===== src/rtl/id_exe_stage_reg.sv =====
// ID->EXE pipeline register built as a two-entry elastic stage (main + skid).
// The main register drives EXE directly; the skid register absorbs one extra instruction under backpressure.
module id_exe_stage_reg #(
  parameter int DATA_W = 32,
  parameter int IMM_W  = 12,
  parameter int OPC_W  = 5,
  parameter int RD_W   = 4,
  parameter int CMD_W  = 3,
  parameter logic [OPC_W-1:0] NOP_OPCODE = '0,
  parameter int CNT_W  = 16
) (
  input  logic              clk,
  input  logic              rst_n,
  input  logic              ID_valid,
  output logic              ID_ready,
  input  logic [DATA_W-1:0] ID_A,
  input  logic [DATA_W-1:0] ID_B,
  input  logic [IMM_W-1:0]  ID_immed,
  input  logic [OPC_W-1:0]  ID_Opcode,
  input  logic [RD_W-1:0]   ID_Rd_num,
  input  logic [CMD_W-1:0]  ID_I_cmd,
  input  logic              ID_S,
  input  logic              ID_in_sel,
  input  logic              flush,
  input  logic              EXE_ready,
  output logic              EXE_valid,
  output logic [DATA_W-1:0] EXE_In,
  output logic [DATA_W-1:0] EXE_A,
  output logic [DATA_W-1:0] EXE_B,
  output logic [IMM_W-1:0]  EXE_immed,
  output logic [OPC_W-1:0]  EXE_Opcode,
  output logic [RD_W-1:0]   EXE_Rd_num,
  output logic [CMD_W-1:0]  EXE_I_cmd,
  output logic              EXE_S,
  output logic [CNT_W-1:0]  bubble_cnt
);

  // Handshake: a transfer happens on a rising edge where valid && ready; valid never waits on ready,
  // and ID_ready is a function of registered state only.
  typedef enum logic [1:0] {EMPTY, FULL, SKID} state_t;

  state_t state;
  state_t state_next;
  logic   out_of_reset;
  logic   in_xfer;
  logic   out_xfer;
  logic   load_main_id;
  logic   load_main_skid;
  logic   load_skid;

  logic [DATA_W-1:0] skid_in;
  logic [DATA_W-1:0] skid_a;
  logic [DATA_W-1:0] skid_b;
  logic [IMM_W-1:0]  skid_immed;
  logic [OPC_W-1:0]  skid_opcode;
  logic [RD_W-1:0]   skid_rd_num;
  logic [CMD_W-1:0]  skid_i_cmd;
  logic              skid_s;
  logic [OPC_W-1:0]  main_opcode;

  // out_of_reset keeps ID_ready low while reset is held and rises on the first edge after release.
  assign ID_ready   = out_of_reset && (state != SKID);
  assign EXE_valid  = (state != EMPTY);
  assign EXE_Opcode = EXE_valid ? main_opcode : NOP_OPCODE;
  assign in_xfer    = ID_valid && ID_ready;
  assign out_xfer   = EXE_valid && EXE_ready;

  always_ff @(posedge clk or negedge rst_n) begin
    if (!rst_n) begin
      state        <= EMPTY;
      out_of_reset <= 1'b0;
    end else begin
      state        <= state_next;
      out_of_reset <= 1'b1;
    end
  end

  always_comb begin
    state_next     = state;
    load_main_id   = 1'b0;
    load_main_skid = 1'b0;
    load_skid      = 1'b0;
    if (flush) begin
      state_next = EMPTY;
    end else begin
      case (state)
        EMPTY: begin
          if (in_xfer) begin
            load_main_id = 1'b1;
            state_next   = FULL;
          end
        end
        FULL: begin
          if (in_xfer && out_xfer) begin
            load_main_id = 1'b1;
          end else if (in_xfer) begin
            load_skid  = 1'b1;
            state_next = SKID;
          end else if (out_xfer) begin
            state_next = EMPTY;
          end
        end
        SKID: begin
          if (out_xfer) begin
            load_main_skid = 1'b1;
            state_next     = FULL;
          end
        end
        default: state_next = EMPTY;
      endcase
    end
  end

  // Main register: data fields keep their last values when the stage empties.
  always_ff @(posedge clk or negedge rst_n) begin
    if (!rst_n) begin
      EXE_In      <= '0;
      EXE_A       <= '0;
      EXE_B       <= '0;
      EXE_immed   <= '0;
      main_opcode <= '0;
      EXE_Rd_num  <= '0;
      EXE_I_cmd   <= '0;
      EXE_S       <= 1'b0;
    end else if (load_main_id) begin
      EXE_In      <= ID_in_sel ? ID_B : ID_A;
      EXE_A       <= ID_A;
      EXE_B       <= ID_B;
      EXE_immed   <= ID_immed;
      main_opcode <= ID_Opcode;
      EXE_Rd_num  <= ID_Rd_num;
      EXE_I_cmd   <= ID_I_cmd;
      EXE_S       <= ID_S;
    end else if (load_main_skid) begin
      EXE_In      <= skid_in;
      EXE_A       <= skid_a;
      EXE_B       <= skid_b;
      EXE_immed   <= skid_immed;
      main_opcode <= skid_opcode;
      EXE_Rd_num  <= skid_rd_num;
      EXE_I_cmd   <= skid_i_cmd;
      EXE_S       <= skid_s;
    end
  end

  // The In operand is resolved on capture so the skid entry carries its own selection.
  always_ff @(posedge clk or negedge rst_n) begin
    if (!rst_n) begin
      skid_in     <= '0;
      skid_a      <= '0;
      skid_b      <= '0;
      skid_immed  <= '0;
      skid_opcode <= '0;
      skid_rd_num <= '0;
      skid_i_cmd  <= '0;
      skid_s      <= 1'b0;
    end else if (load_skid) begin
      skid_in     <= ID_in_sel ? ID_B : ID_A;
      skid_a      <= ID_A;
      skid_b      <= ID_B;
      skid_immed  <= ID_immed;
      skid_opcode <= ID_Opcode;
      skid_rd_num <= ID_Rd_num;
      skid_i_cmd  <= ID_I_cmd;
      skid_s      <= ID_S;
    end
  end

  always_ff @(posedge clk or negedge rst_n) begin
    if (!rst_n) begin
      bubble_cnt <= '0;
    end else if (!EXE_valid && EXE_ready && (bubble_cnt != {CNT_W{1'b1}})) begin
      bubble_cnt <= bubble_cnt + 1'b1;
    end
  end

endmodule

===== config.mk =====
export PLATFORM = sky130hd
export DESIGN_NAME = id_exe_stage_reg
export DESIGN_NICKNAME = d
export VERILOG_FILES = /design/src/rtl/id_exe_stage_reg.sv
export SDC_FILE = /design/constraint.sdc
export NUM_CORES = 1
export LEC_CHECK = 0
export CAP_MARGIN = 20
export CELL_PAD_IN_SITES_DETAIL_PLACEMENT = 1
export CELL_PAD_IN_SITES_GLOBAL_PLACEMENT = 2
export CORE_ASPECT_RATIO = 0.8
export CORE_MARGIN = 4
export CORE_UTILIZATION = 35
export DETAILED_ROUTE_END_ITERATION = 6
export PLACE_DENSITY_LB_ADDON = 0.1
export SLEW_MARGIN = 30
export SYNTH_ARGS = -nofsm -noshare
export SYNTH_HDL_FRONTEND = slang
export SYNTH_SLANG_ARGS = --single-unit

===== constraint.sdc =====
create_clock -name clk -period 3.6 [get_ports clk]
set_clock_uncertainty 0.15 [all_clocks]
set_input_delay 0.36 -clock clk [delete_from_list [all_inputs] [get_ports clk]]
set_output_delay 0.36 -clock clk [all_outputs]
set_load 0.02 [all_outputs]

==> summary.md <==
| Metric | Value |
|---|---|
| Worst VDD drop | 0.439 mV |
| Inst Count DP | 1518 |
| Post-Synthesis Cells | between 900 and 1000 |
| CTS tree | built |
| Number of flops mapped to enable cells by yosys | 0 |
| Syn avg cell area | 11.7 µm² |
| GRT Resource Usage Total | 0.185 |
| Port Buffer Count | 233 |
| Total wire length | 31300 µm |
| Via/cell ratio | 4.97 |
| Final min period | 2.91 ns |
| CP startpoint kind | flip-flop |
| Clock sinks | about 260 |
| Cell Rows | 57 |
| Synthesized cell area | 0.0107 mm² |
| Setup tns final | 0 ns |
| Comb power frac | 0.225 |
| Seq/Total Area, Yosys | 0.608 |
| Clock Pin Slew Worst Setup and Hold Paths | 0.06 ns |
| Outcome | completed |
| Synth Net Count | approximately 1000 |
| First-pass GRT wire length | 49500 µm |
| Clk_lat worst skew | 0.55 ns |
| Pre-antenna DRT Iters | 4 |
| Switching Share | 0.292 |
| Period utilization | 0.807 |
| Postcts setup bufs | 0 |
| Sequential share of power | 0.437 |
| Iteration-0 DRC Markers | 376 |
| WS Path Type | reg2out |
| Drt drc | 0 |
| Critical Path RT | 3.09 ns |
| HPWL after DPL | 20100 µm |
| Antenna violation net count after detailed routing | 0 |
| CP arrival | 2.40 ns |
| Maximum clock insertion buffer count | 3 |
| Yosys cell types | 40 |
| Max Clock Freq | 344 MHz |
| Tightest Pin Transition | 0.774 ns |
| Critical Path End Type | primary output |
| Setup violations, final | 0 |
| Switch Pwr | 0.00261 W |
| Largest net degree at the start of global routing | 122 |
| Core area | 0.0303 mm² |
| Unrepaired setup endpoints after global routing | no |
| Top_reg_cell synth | dfrtp_1 |
| Num ports | between 200 and 250 |
| Gpl congestion | 0.735 |
| CTS Buf Count | 30 |
| Vias in the first global route | 8435 |
| Ys async rst share | 1.00 |
| Share of cells above drive strength 1 | 0.141 |
| Non-filler cells, final | 1577 |
| Final Hold Fails | 0 |
| # nets final | 1234 |
| Critical Path Fanout Max | 8 |
| Worst hold path class | in2async |
| Yosys reg bits | 261 |
| CTS HTree Levels | 1 |
| Die Ht | 165 µm |
| Via count | slightly below 8000 |
| Antenna violations before repair | 2 |
| Area Growth Syn to Fin | 35.7% |
| Fin util | 0.481 |
| Die area | around 0.034 mm² |
| Max_cap viols | 0 |
| Clk pwr share | 0.338 |
| Drt wl/cell | 19.8 µm |
| Leak | 6.73 nW |
| Max-slew violation count | 0 |
| Root buf cell | clkbuf_16 |
| YS warnings | 0 |
| Starting Density | 0.354 |
| Grt total ovfl | 0 |
| Worst slew margin | 0.484 |
| Cell Pwr Density | 613 mW/mm² |
| Die X | ~200 µm |
| P_int | 0.00633 W |
-- worst max-delay path, cell delays in order (launching register included) --
cell and delay [ns]:
dfrtp_1 0.47, nor2_1 0.62, nor2b_1 0.16, clkdlybuf4s50_1 0.60
-- cells in the mapped netlist (all sizes together), types with 2 or more instances --
cell type	count	share of area
xor2	8	0.0065
inv	3	0.0010
mux2	92	0.097
nor2	39	0.014
clkbuf	27	0.0094
o21ai	33	0.015
buf	34	0.015
dfrtp	261	0.61
mux2i	33	0.031
xnor2	5	0.0041
a221o	32	0.030
a22oi	89	0.062
nor4	3	0.0045
o21a	2	0.0014
nand4	6	0.0035
nand2	220	0.077
nor2b	5	0.0029
nor3	3	0.0014
nand3	6	0.0028
-- state kept, by name, indices dropped and copies added, names as in the netlist, 3 cells and up --
name and flops:
EXE_A 32, EXE_B 32, EXE_I_cmd 3, EXE_In 32, EXE_Rd_num 4, EXE_immed 12
bubble_cnt 16, main_opcode 5, skid_a 32, skid_b 32, skid_i_cmd 3, skid_immed 12
skid_in 32, skid_opcode 5, skid_rd_num 4
-- metal layers --
layer	up-vias	track usage	share of wire	wire, µm
li1	3675	-	-	-
met2	170	0.285	0.45	14000
met1	3949	0.267	0.48	14900
met5	-	0	0.00090	28
met4	4	0.0313	0.013	421
met3	32	0.0497	0.063	1970
-- stage by stage --
stage                     cell area, µm²  setup WS (ns)  hold slack, ns  power, W
after floorplan                    10700           1.61         -0.0856   0.00486
after global placement             13600          0.821           0.293   0.00595
after detailed placement           13600          0.796           0.292   0.00600
after CTS                          14600          0.534           0.271   0.00908
after global routing               14600          0.537           0.291   0.00943
final                              14600          0.693           0.285   0.00894
-- power groups by stage --
stage / logic [W] / clock network [W] / registers (W)
floorplan: 0.000624 / 0 / 0.00424
global placement: 0.00201 / 0 / 0.00394
detailed placement: 0.00204 / 0 / 0.00395
CTS: 0.00205 / 0.00312 / 0.00391
global route: 0.00218 / 0.00325 / 0.00399
finish: 0.00201 / 0.00302 / 0.00391
-- kinds of logic after synthesis --
| family | synth area share |
|---|---|
| XOR/XNOR | 0.0106 |
| AND/OR/NAND/NOR | 0.116 |
| flip-flops | 0.608 |
| other | 0.000349 |
| multiplexers | 0.127 |
| AO/OA/AOI/OAI | 0.111 |
| buffers and inverters | 0.0258 |
| adder cells (fa/ha/maj) | 0.00117 |
-- cell usage in the layout (no fill, tap or decap), drive strengths merged, types with 2 or more instances in the layout --
| cell | Yosys | routed |
|---|---|---|
| clkbuf | 27 | 49 |
| mux2 | 92 | 92 |
| a22oi | 89 | 89 |
| diode | 0 | 3 |
| a221o | 32 | 32 |
| clkdlybuf4s50 | 0 | 231 |
| buf | 34 | 17 |
| nor2b | 5 | 5 |
| nor3 | 3 | 3 |
| o21ai | 33 | 33 |
| nor2 | 39 | 39 |
| inv | 3 | 4 |
| mux2i | 33 | 33 |
| nand3 | 6 | 6 |
| dfrtp | 261 | 261 |
| nand4 | 6 | 6 |
| xnor2 | 5 | 5 |
| clkinv | 0 | 4 |
| o21a | 2 | 2 |
| xor2 | 8 | 8 |
| nor4 | 3 | 3 |
| nand2 | 220 | 220 |
-- final timing paths --
path | cells past startpoint | startpoint | slack [ns] | endpoint
setup / recovery | 3 | state[0] | 0.69 | EXE_Opcode[1]
hold / removal | 2 | rst_n | 0.29 | bubble_cnt[14]
setup reg to reg | 4 | state[1] | 1.29 | skid_a[21]
hold reg to reg | 2 | main_opcode[1] | 0.32 | main_opcode[1]
max in group asynchronous | 3 | rst_n | 2.06 | skid_b[19]
min in group clk | 3 | ID_immed[11] | 0.29 | EXE_immed[11]
-- cell type report --
| type | count | area [µm²] |
|---|---|---|
| tap | 413 | 517 |
| clock buffer | 49 | 923 |
| antenna | 3 | 7.51 |
| inverter | 3 | 11.3 |
| timing repair buffer | 249 | 2550 |
| sequential | 261 | 6530 |
| fill | 3240 | 15700 |
| multi-input combinational | 593 | 3970 |
| clock inverter | 6 | 58.8 |
-- repair_timing --
item / CTS / global route
gates resized for setup: 0 / 0
hold buffers: 1 / 0
hold endpoints to repair: 86 / 0
(Power assumes the default switching activity.)
